===== src/rtl/full_subtractor_pkg.sv =====
// Shared definitions for the full subtractor leaf and its serial wrapper.
package full_subtractor_pkg;

  // Default serial word length.
  localparam int unsigned FS_WIDTH_DEFAULT = 8;

  // One cell result, handy when both outputs are carried together.
  typedef struct packed {
    logic diff;
    logic bout;
  } fs_bit_t;

  // Bits needed for a counter that can hold 0..width.
  function automatic int unsigned fs_cnt_width(input int unsigned width);
    return $clog2(width + 1);
  endfunction

endpackage


===== src/rtl/full_subtractor_cell.sv =====
// Pure combinational single-bit full subtractor: a - b - bin.
module fs_cell (
  input  logic a,
  input  logic b,
  input  logic bin,
  output logic diff,
  output logic bout
);

  assign diff = a ^ b ^ bin;
  assign bout = (~a & b) | (~(a ^ b) & bin);

endmodule


===== src/rtl/full_subtractor.sv =====
// Full subtractor with a combinational output core and a bit-serial,
// LSB-first WIDTH-bit word subtractor sharing the same cell.
module full_subtractor
  import full_subtractor_pkg::*;
#(
  parameter int unsigned WIDTH = FS_WIDTH_DEFAULT
) (
  input  logic             clk,
  input  logic             rst_n,
  input  logic             a,
  input  logic             b,
  input  logic             bin,
  output logic             diff,
  output logic             bout,
  input  logic             en,
  input  logic             first,
  output logic [WIDTH-1:0] res_q,
  output logic             borrow_q,
  output logic             done
);

  localparam int unsigned CW = fs_cnt_width(WIDTH);
  localparam logic [CW-1:0] LAST = CW'(WIDTH);

  logic             brw_r;
  logic [WIDTH-1:0] sh;
  logic [CW-1:0]    cnt;

  logic             s_bin;
  logic             s_diff;
  logic             s_bout;
  logic [WIDTH-1:0] sh_next;
  logic [CW-1:0]    cnt_next;
  logic             word_end;

  // Output core: always live, independent of clock and reset.
  fs_cell u_core (
    .a    (a),
    .b    (b),
    .bin  (bin),
    .diff (diff),
    .bout (bout)
  );

  // Serial core: borrow comes from bin at a word start, else from the register.
  fs_cell u_serial (
    .a    (a),
    .b    (b),
    .bin  (s_bin),
    .diff (s_diff),
    .bout (s_bout)
  );

  // Borrow select, next shift value and word-completion detect.
  always_comb begin
    s_bin    = first ? bin : brw_r;
    sh_next  = {s_diff, sh[WIDTH-1:1]};
    cnt_next = first ? CW'(1) : cnt + CW'(1);
    word_end = (cnt_next == LAST);
  end

  // Serial state: consume one bit per enabled clock, publish on the last bit.
  // After completion cnt returns to 0 while brw_r keeps the final borrow, so a
  // following word without first chains the borrow.
  always_ff @(posedge clk or negedge rst_n) begin
    if (!rst_n) begin
      brw_r    <= 1'b0;
      sh       <= '0;
      cnt      <= '0;
      res_q    <= '0;
      borrow_q <= 1'b0;
      done     <= 1'b0;
    end else begin
      done <= 1'b0;
      if (en) begin
        brw_r <= s_bout;
        sh    <= sh_next;
        if (word_end) begin
          res_q    <= sh_next;
          borrow_q <= s_bout;
          done     <= 1'b1;
          cnt      <= '0;
        end else begin
          cnt <= cnt_next;
        end
      end
    end
  end

endmodule


===== config.mk =====
export PLATFORM = sky130hd
export DESIGN_NAME = full_subtractor
export DESIGN_NICKNAME = d
export VERILOG_FILES = /design/src/rtl/full_subtractor_pkg.sv /design/src/rtl/full_subtractor_cell.sv /design/src/rtl/full_subtractor.sv
export SDC_FILE = /design/constraint.sdc
export NUM_CORES = 1
export LEC_CHECK = 0
export ABC_AREA = 0
export CAP_MARGIN = 10
export CELL_PAD_IN_SITES_DETAIL_PLACEMENT = 1
export CELL_PAD_IN_SITES_GLOBAL_PLACEMENT = 2
export CORE_MARGIN = 1
export CORE_UTILIZATION = 34
export DETAILED_ROUTE_END_ITERATION = 7
export GPL_TIMING_DRIVEN = 0
export PLACE_DENSITY_LB_ADDON = 0.1
export SLEW_MARGIN = 0
export SYNTH_ARGS = -nofsm -noshare
export SYNTH_HDL_FRONTEND = slang
export SYNTH_SLANG_ARGS = --single-unit

===== constraint.sdc =====
create_clock -name clk -period 2.78 [get_ports clk]
set_clock_uncertainty 0.1 [all_clocks]
set_input_delay 0.417 -clock clk [delete_from_list [all_inputs] [get_ports clk]]
set_output_delay 0.417 -clock clk [all_outputs]
set_load 0.01 [all_outputs]

After elaboration in Yosys (flattened, before gate mapping)
Index checks and enable logic that the tools add are counted.
{"block": "totals", "ff_bits": 23, "in_bits": 7, "output_inout_bits": 12, "word_cells": 24}
{"block": "classes", "add_sub_neg": 1, "n_eq_ne": 1, "n_mux": 5, "bitwise": 10, "n_reduce_logical": 1}
{"operator": "$mux W4", "count": 2}
{"operator": "$add A4 B1 Y4 const B", "count": 1}
{"operator": "$eq A4 B4 Y1 const B", "count": 1}
{"operator": "$and A1 B1 Y1", "count": 3}
{"operator": "$mux W1", "count": 3}
{"operator": "$xor A1 B1 Y1", "count": 3}
{"operator": "$not A1 Y1", "count": 2}
{"operator": "$or A1 B1 Y1", "count": 2}
{"operator": "$reduce_and A2 Y1", "count": 1}

Logic depth before layout (Yosys ltp)
Gate-level depths: netlist of the first run.
{"block": "logic_depth", "word_depth": 5, "depth_mapped": 5, "depth_no_buf": 5}

Hierarchy
Synthesis of the first run repeated with hierarchy kept, for this count alone.
{"block": "unflattened", "cells_unflattened": 69, "hier_area_um2": 997.2}
{"mod": "full_subtractor", "instances": 1, "cells_each": 61, "area_per_inst_um2": 934.6, "seq_area_each_um2": 550.5}
{"mod": "fs_cell", "instances": 2, "cells_each": 4, "area_per_inst_um2": 31.3, "seq_area_each_um2": 0.0}

Worst setup path after synthesis of the first run
Ideal clock, no wire load.
{"block": "synth_timing", "kind": "register to register", "from": "reg cnt[0]", "to": "reg borrow_q", "setup_time_ps": 125, "arrival_time_ps": 1812, "required_time_ps": 2555, "setup_slack_ps": 743, "stages_incl_launch_ff": 6, "n_path_buf": 0, "period_less_slack_ps": 2037, "path_cell_list": "dfrtp_1 ha_1 xor2_1 or4b_4 nor2_8 mux2_4"}
{"block": "synth_between", "elab_chain_len": 4}
{"item": "start, declared", "line_no": "full_subtractor.sv:27", "source": "logic [CW-1:0] cnt;"}
{"item": "start signal, assigned", "line_no": "full_subtractor.sv:84", "source": "cnt <= cnt_next;"}
{"item": "$add A4 B1 Y4", "line_no": "full_subtractor.sv:58", "source": "cnt_next = first ? CW'(1) : cnt + CW'(1);"}
{"item": "$mux W4", "line_no": "full_subtractor.sv:58"}
{"item": "$eq A4 B4 Y1", "line_no": "full_subtractor.sv:59", "source": "word_end = (cnt_next == LAST);"}
{"item": "$reduce_and A2 Y1 (no source line)"}
{"item": "end signal, assigned", "line_no": "full_subtractor.sv:80", "source": "borrow_q <= s_bout;"}
{"item": "end, declared", "line_no": "full_subtractor.sv:18", "source": "output logic borrow_q,"}
Every way passes these cells.
A chain may end at the register's enable or synchronous reset.

Worst setup path after layout of the first run
{"block": "layout_timing", "from": "in a", "to": "out diff"}
{"block": "layout_between", "elab_chain_len": 2}
{"item": "start, declared", "line_no": "full_subtractor.sv:10", "source": "input logic a,"}
{"item": "$xor A1 B1 Y1 (2 in a row)", "line_no": "full_subtractor_cell.sv:10", "source": "assign diff = a ^ b ^ bin;"}
{"item": "end, declared", "line_no": "full_subtractor.sv:13", "source": "output logic diff,"}
Every way passes these cells.

==> flow_metrics.env, run 1 <==
export IMPL_period_needed_ps=2545
export IMPL_worstHoldPathType="flip-flop to flip-flop"
export IMPL_fmax_mhz=393.0
export IMPL_worst_ep_required_time_ps=2260
export IMPL_combinationalPowerShare=0.274
export IMPL_cts_max_path_buffers=2
export IMPL_cts_repair_timing_setup_buffer_count=0
export IMPL_cellLeakagePower_nw=0.5664
export IMPL_cts_resized=0
export IMPL_seqPwrFrac=0.525
export IMPL_result_of_the_run="finished clean"
export IMPL_setup_viol=0
export IMPL_final_cells=120
export IMPL_rsz0062_at_grt="false"
export IMPL_clk_transition_reported_paths_ps=120
export IMPL_synth_net_count=77
export IMPL_final_antenna_violating_net_count=0
export IMPL_areaGrowthSynthToFinish_pct=25.89
export IMPL_syn_area_um2=985.9
export IMPL_num_nets_final=100
export IMPL_routed_wire_length_per_instance_um=14.04
export IMPL_yosys_register_bits=22
export IMPL_criticalPathCategory="input pin to output port"
export IMPL_place_hpwl_mm=1.204
export IMPL_swShare=0.2672
export IMPL_post_route_period_util=0.9153
export IMPL_port_buffers=18
export IMPL_grt_max_degree=23
export IMPL_die_w_um=55.85
export IMPL_timing_max_cap_violations=0
export IMPL_cts_buffers_inserted=3
export IMPL_vias_per_std_cell=4.825
export IMPL_worst_setup_path_end_kind="output port"
export IMPL_ctsRootBufferMaster="clkbuf_4"
export IMPL_antenna_found_initial=0
export IMPL_ctsHoldBuffers=0
export IMPL_core_um2=2758
export IMPL_grt_first_pass_wirelength_mm=2.953
export IMPL_mean_syn_cell_area_um2=14.72
export IMPL_cts_htree_levels=1
export IMPL_ir_drop_uv=457.1
export IMPL_die_outline_area_um2=3119
export IMPL_yosys_area_top_type="dfrtp_1"
export IMPL_clock_network_fraction_of_design_power=0.201
export IMPL_post_synth_top_area_fraction=0.5584
export IMPL_synthDistinctLibCells=22
export IMPL_grt_pass1_vias=612
export IMPL_start_util=0.3575
export IMPL_hold_crit_depth=1
export IMPL_maxSlewViolCount=0
export IMPL_critPathLaunchType="input pin"
export IMPL_io_pin_count=19
export IMPL_timing_final_hold_violations=0
export IMPL_syn_instance_count=67
export IMPL_fillers=299
export IMPL_tritoncts="yes"
export IMPL_setup_tns_ps=0
export IMPL_netlist_top_cells_area="dfrtp_1, mux2_4, mux2_2"
export IMPL_drc_errors=0
export IMPL_insertion_delay_ps=300
export IMPL_drt_iter0_drc=4
export IMPL_rows=19
export IMPL_global_route_overflow_total=0
export IMPL_detail_route_wirelength_mm=1.685
export IMPL_grtUsageTotal=0.1263
export IMPL_pwr_density_cell_nw_per_um2=695.1
export IMPL_dr_pass1_iters=4
export IMPL_gp_weighted_congestion=0.7025
export IMPL_antennaDiodeCount=0
export IMPL_synth_seq_area_share=0.5584
export IMPL_power_net_switching_uw=230.5
export IMPL_worst_r2r_path_depth=5
export IMPL_vias=579
export IMPL_internal_power_uw=632.3
export IMPL_clock_sink_count=22
export IMPL_worstMarginPinSlew_ps=984.3
export IMPL_synth_warning_count=0
export IMPL_worstPathArrival_ps=2030
export IMPL_highest_fanout_seen_on_the_critical_path=2
export IMPL_chipHeight_um=55.85
export IMPL_post_route_cells_drive_above_1_share=0.2584
export IMPL_dp_cells=116
export IMPL_final_hold_worst_slack_ps=418.7
export IMPL_maxSlewHeadroom=0.3418
-- synthesized netlist by cell type, drive strengths merged --
cell type  instances
a21oi              1
clkbuf             1
dfrtp             22
fa                 2
ha                 1
inv                5
mux2              16
mux2i              1
nand2              3
nand2b             1
nand3              1
nor2               2
nor2b              1
nor3b              1
o21ai              4
o31ai              1
o32ai              1
or4b               1
xnor2              1
xor2               1
-- worst paths after layout --
kind,slack (ps),to,from
max,240,diff,a
min,420,res_q[0]$_DFFE_PN0P_,sh[1]$_DFFE_PN0P_
min reg2reg,420,res_q[0]$_DFFE_PN0P_,sh[1]$_DFFE_PN0P_
min in group asynchronous,550,done$_DFF_PN0_,rst_n
max reg2reg,610,res_q[2]$_DFFE_PN0P_,cnt[0]$_DFFE_PN0P_
max in group asynchronous,1440,brw_r$_DFFE_PN0P_,rst_n
-- stage by stage --
stage,power (mW),instance area [µm²],setup slack [ps],utilization
2_1_floorplan,0.5876,985.9,743.0,-
3_3_place_gp,0.6955,1205,241.4,0.4369
3_5_place_dp,0.7011,1205,223.7,0.4369
4_1_cts,0.8803,1241,223.7,0.4501
5_1_grt,0.9293,1241,180.5,0.4501
6_report,0.8628,1241,235.4,0.4501
-- sequential cells by signal, summed over array words and instances, names as in the netlist --
name and flops:
borrow_q 1, brw_r 1, cnt 4, done 1, res_q 8, sh 7
-- kinds of logic (layout without fill, tap and decap cells) --
kind of cell,Yosys count,in the layout,share of synthesized area
xor+xnor,2,2,0.02539
mux,17,17,0.2234
fa+ha+maj,3,3,0.05330
buf+inv,6,28,0.02284
simple gates,10,10,0.07487
compound gates,7,7,0.04188
flops,22,22,0.5584
-- power by group through the flow --
stage | sequential (mW) | clock, mW | combinational, mW
after floorplan | 0.462 | 0 | 0.126
after global placement | 0.459 | 0 | 0.237
after detailed placement | 0.461 | 0 | 0.240
after CTS | 0.455 | 0.184 | 0.242
after global routing | 0.467 | 0.203 | 0.259
final | 0.453 | 0.173 | 0.237
-- per-layer routing --
metal	track usage	part of all wire
met5	0	0
met4	0.04181	0.0089
met3	0.05116	0.044
met2	0.1859	0.44
met1	0.1699	0.50
-- layout by cell type (no fill, tap or decap), types with 2 or more instances in the layout --
| cell | Yosys | layout |
|---|---|---|
| inv_1 | 5 | 5 |
| clkbuf_4 | 0 | 3 |
| o21ai_0 | 4 | 4 |
| mux2_4 | 8 | 8 |
| dfrtp_1 | 22 | 22 |
| mux2_2 | 8 | 8 |
| clkdlybuf4s50_1 | 0 | 18 |
| nand2_1 | 3 | 3 |
| fa_1 | 2 | 2 |
-- critical path, stage by stage --
cell and delay [ps]:
clkdlybuf4s50_1 460, inv_1 80, fa_1 490, inv_1 70, clkdlybuf4s50_1 520
-- layout make-up --
cell class | count | area [µm²] | area share
Tap cell | 31 | 38.79 | 0.03125
Sequential cell | 22 | 550.5 | 0.4435
Timing Repair Buffer | 18 | 180.2 | 0.1452
Multi-Input combinational cell | 39 | 412.9 | 0.3327
Clock buffer | 4 | 36.28 | 0.02923
Buffer | 1 | 3.754 | 0.003024
Inverter | 5 | 18.77 | 0.01512
(Power assumes the default switching activity.)
==> inputs of run 2 (changes only) <==
--- a/config.mk
+++ b/config.mk
@@ -11,6 +11,7 @@
 export CELL_PAD_IN_SITES_GLOBAL_PLACEMENT = 2
 export CORE_MARGIN = 1
 export CORE_UTILIZATION = 34
+export CTS_CLUSTER_SIZE = 16
 export DETAILED_ROUTE_END_ITERATION = 7
 export GPL_TIMING_DRIVEN = 0
 export PLACE_DENSITY_LB_ADDON = 0.1
==> results of run 2 <==
The final DEF is identical to that of run 1; final timing and power are the same.
==> patch 1, RTL diff (config.mk and constraints of run 1) <==
Change the package constant `FS_WIDTH_DEFAULT` from 8 to 6.
--- a/src/rtl/full_subtractor_pkg.sv
+++ b/src/rtl/full_subtractor_pkg.sv
@@ -4,3 +4,3 @@
   // Default serial word length.
-  localparam int unsigned FS_WIDTH_DEFAULT = 8;
+  localparam int unsigned FS_WIDTH_DEFAULT = 6;
 
Ports: changed (resized res_q); port bits go from 19 to 17. No check against the original RTL was run, so the function may have changed too.
==> patch 1 against run 1 <==
  * Clock power down 24%
  * Largest power group unchanged
  * Sequential power down 16%
  * Synthesized area down 22%
  * Via count down 21%
  * Setup slack better by 0.041 ns
  * Non-clock buffer count down 1
  * Routed wire length down 21%
  * Sequential cell count down 5
  * Largest cell class unchanged
  * Cell area down 21%
  * Total power down 5.8%
==> patch 1: results (changes against run 1) <==
{| class="wikitable"
! Metric !! Value
|-
| Starting DRC count in detailed routing || 2 (-2)
|-
| HPWL after DPL || 988 um (-18%)
|-
| Count of buffers from port buffering || 16 (-2)
|-
| Worst setup slack before clock tree synthesis || 0.264 ns (+0.0406 ns)
|-
| Portion of netlist area occupied by mux cells || 0.219 (-0.00404)
|-
| Worst hold-check slack || 0.397 ns (-0.0221 ns)
|-
| Met1 Use GR || 0.159 (-0.0108)
|-
| Reg2Reg Capture Point || res_q[3]
|-
| Data arrival time of the worst path || 1.99 ns (-0.04 ns)
|-
| Registers with the most flip-flops || res_q (6), sh (5), cnt (3)
|-
| Via density per instance || 4.60 (-4.7%)
|-
| Count of fill cells added during filler insertion || 221 (-26%)
|-
| Met2 usage || 0.235 (+0.0493)
|-
| Drt pass-1 iters || 2 (-2)
|-
| Placed cell area || 958 um^2 (-20%)
|-
| Final critical-path share of the clock period || 0.901 (-0.0147)
|-
| Global-route wire length before repair || 2530 um (-14%)
|-
| Synthesized area per cell || 14.7 um^2 (about the same)
|-
| Vias in the first global route || 515 (-16%)
|-
| Outcome || finished, final reports clean
|-
| Largest net degree at the start of global routing || 18 (-22%)
|-
| Flop2flop setup slack || 0.95 ns (+0.34 ns)
|-
| Most used standard cells in the synthesized netlist || dfrtp_1, mux2_2, mux2_4, inv_1
|-
| Met3 track demand over resource in global routing || 0.0623 (+0.0111)
|-
| Worst max-slew margin expressed relative to the limit || 0.486 (+0.144)
|-
| Routed len/inst || 13.4 um (-4.5%)
|-
| RePlAce Congestion || 0.725 (+3.1%)
|}
patch 1: area by class of cell:
type                       count  area (um^2)  area share
multi-input combinational     29          308       0.312
clock buffer                   3         22.5      0.0228
timing repair buffer          16          160       0.162
buffer                         2         16.3      0.0165
inverter                       4         15.0      0.0152
sequential                    17          425       0.431
tap                           27         33.8      0.0343
clock inverter                 1         5.00     0.00508
patch 1: metal layers:
layer,vias to the layer above,wire length (um)
li1,219,-
met1,221,564
met2,13,676
met3,2,71
met4,0,17
met5,-,0
patch 1: worst register-to-register path: cells and delay by family, from the launching register on:
| kind | cells | cell delay, ns |
|---|---|---|
| flip-flops | 1 | 0.46 |
| multiplexers | 1 | 0.31 |
| adder cells (fa/ha/maj) | 1 | 0.26 |
| AND/OR/NAND/NOR | 1 | 0.23 |
| XOR/XNOR | 1 | 0.19 |
| buffers and inverters | 1 | 0.16 |
patch 1: power breakdown:
group,internal [mW],switching (mW)
logic,0.200,0.101
clock network,0.0535,0.0779
registers,0.329,0.0513
==> patch 2, RTL diff (flow settings as in run 1) <==
Made on the original files. Add an input register stage for `a`, `b`, `bin` and `en`, with the module's reset; this delays them by one clock. Comments in the files are not updated.
--- a/src/rtl/full_subtractor.sv
+++ b/src/rtl/full_subtractor.sv
@@ -24,2 +24,21 @@
 
+  logic a_q;
+  logic b_q;
+  logic bin_q;
+  logic en_q;
+
+  always_ff @(posedge clk or negedge rst_n) begin
+    if (!rst_n) begin
+      a_q   <= '0;
+      b_q   <= '0;
+      bin_q <= '0;
+      en_q  <= '0;
+    end else begin
+      a_q   <= a;
+      b_q   <= b;
+      bin_q <= bin;
+      en_q  <= en;
+    end
+  end
+
   logic             brw_r;
@@ -37,5 +56,5 @@
   fs_cell u_core (
-    .a    (a),
-    .b    (b),
-    .bin  (bin),
+    .a    (a_q),
+    .b    (b_q),
+    .bin  (bin_q),
     .diff (diff),
@@ -46,4 +65,4 @@
   fs_cell u_serial (
-    .a    (a),
-    .b    (b),
+    .a    (a_q),
+    .b    (b_q),
     .bin  (s_bin),
@@ -55,3 +74,3 @@
   always_comb begin
-    s_bin    = first ? bin : brw_r;
+    s_bin    = first ? bin_q : brw_r;
     sh_next  = {s_diff, sh[WIDTH-1:1]};
@@ -74,3 +93,3 @@
       done <= 1'b0;
-      if (en) begin
+      if (en_q) begin
         brw_r <= s_bout;
Check against the original RTL: not equivalent (a bounded check fails within 4 cycles, from zero or initial values and one cycle with rst_n low).
==> patch 2 against run 1 <==
  * First-iteration DRC count increased to 3.3 times the old value
  * Register-to-register slack is essentially flat
  * Sequential cell count is 4 higher
  * Cell area increased by 13%
  * Routed wire length grew 7.2%
  * Synthesized area grew 10%
  * Combinational power up 4%
  * Total power is 19% higher
  * Setup slack improved by 0.22 ns
  * Sequential power increased by 15%
  * Die area grew 9.8%
==> patch 2: results (changes against run 1) <==
{| class="wikitable"
! Metric !! Value
|-
| Outcome || finished, final reports clean
|-
| Worst hold-check slack || 0.262 ns (-0.157 ns)
|-
| Routed wire length || 1810 um (+7.2%)
|-
| Global-route total usage across every layer || 0.128 (+0.00206)
|-
| Share of cells above drive strength 1 || 0.255 (-0.00311)
|-
| Leak Pwr || 0.632 nW (+12%)
|-
| Clock input transition at the sequential cells of the worst setup and hold paths || 0.14 ns (+0.02 ns)
|-
| Reg2reg start || cnt[0]
|-
| Drt pass-1 iters || 2 (-2)
|-
| Routed metal-1 wirelength || 914 um (+8.0%)
|-
| Register area share after synthesis || 0.599 (+0.0407)
|-
| Reg2Reg Capture Point || borrow_q
|-
| NumNets Final || 105 (+5.0%)
|-
| Count of fill cells added during filler insertion || 319 (+6.7%)
|-
| Starting DRC count in detailed routing || 13 (+9)
|-
| Worst max-slew margin expressed relative to the limit || 0.612 (+0.270)
|-
| Worst setup slack before clock tree synthesis || 0.304 ns (+0.0804 ns)
|-
| Dominant synthesized flop cell || dfrtp_1
|-
| Met2 WL || 822 um (+9.9%)
|-
| Detail Route met3 WL || 52 um (-30%)
|-
| Kind of path behind the tightest hold check || in -> async
|-
| Vias in the first global route || 689 (+13%)
|-
| Root buf cell || clkbuf_4
|-
| Maximum ir drop on the vdd rail || 0.000271 V (-41%)
|-
| RePlAce Congestion || 0.706 (+0.44%)
|-
| Most used standard cells in the synthesized netlist || dfrtp_1, mux2_2, mux2_4, inv_1, o21ai_0
|-
| Largest net degree at the start of global routing || 27 (+17%)
|-
| Mapped Nets || 81 (+5.2%)
|-
| Placed cell area || 1320 um^2 (+9.7%)
|}
## patch 2: cell count changes after synthesis, sizes merged
cell	change
dfrtp	+4
## patch 2: routing by layer
| layer | up-vias | track usage |
|---|---|---|
| met5 | - | 0 |
| met4 | 0 | 0.0612 |
| met3 | 2 | 0.0198 |
| met2 | 11 | 0.194 |
| met1 | 304 | 0.182 |
| li1 | 285 | - |
## patch 2: cell families after synthesis
| logic type | after synthesis | share of synthesized area |
|---|---|---|
| DFF | 26 | 0.599 |
| AOI/OAI and AO/OA | 7 | 0.0380 |
| muxes | 17 | 0.203 |
| xor gates and xnor gates | 2 | 0.0230 |
| adders and majority gates | 3 | 0.0484 |
| buffers and inverters | 6 | 0.0207 |
| and+or+nand+nor | 10 | 0.0680 |
## patch 2: where the power goes
part	leakage [nW]	total (mW)	switching [mW]	internal (mW)
registers	0.328	0.520	0.0575	0.463
logic	0.276	0.246	0.0863	0.160
clock network	0.0279	0.258	0.112	0.146
## patch 2: worst max path at each step
stage	from	end	slack, ns
2_1_floorplan	cnt[0]	borrow_q	0.74
3_3_place_gp	first	res_q[4]	0.30
3_5_place_dp	first	res_q[3]	0.30
4_1_cts	a_q	diff	0.43
5_1_grt	a_q	diff	0.36
6_report	a_q	diff	0.45
## patch 2: through the flow
step,util,cells
floorplan,-,71
global placement,0.433,133
detailed placement,0.433,133
CTS,0.450,137
global route,0.459,138
finish,0.459,138
## patch 2: layout make-up
class	count	share of cell area
inverters	5	0.0134
plain buffers	1	0.00268
repair buffers	19	0.148
well taps	44	0.0393
flip-flops and latches	26	0.464
clock inverters	1	0.0214
clock buffers	3	0.0161
multi-input cells	39	0.295
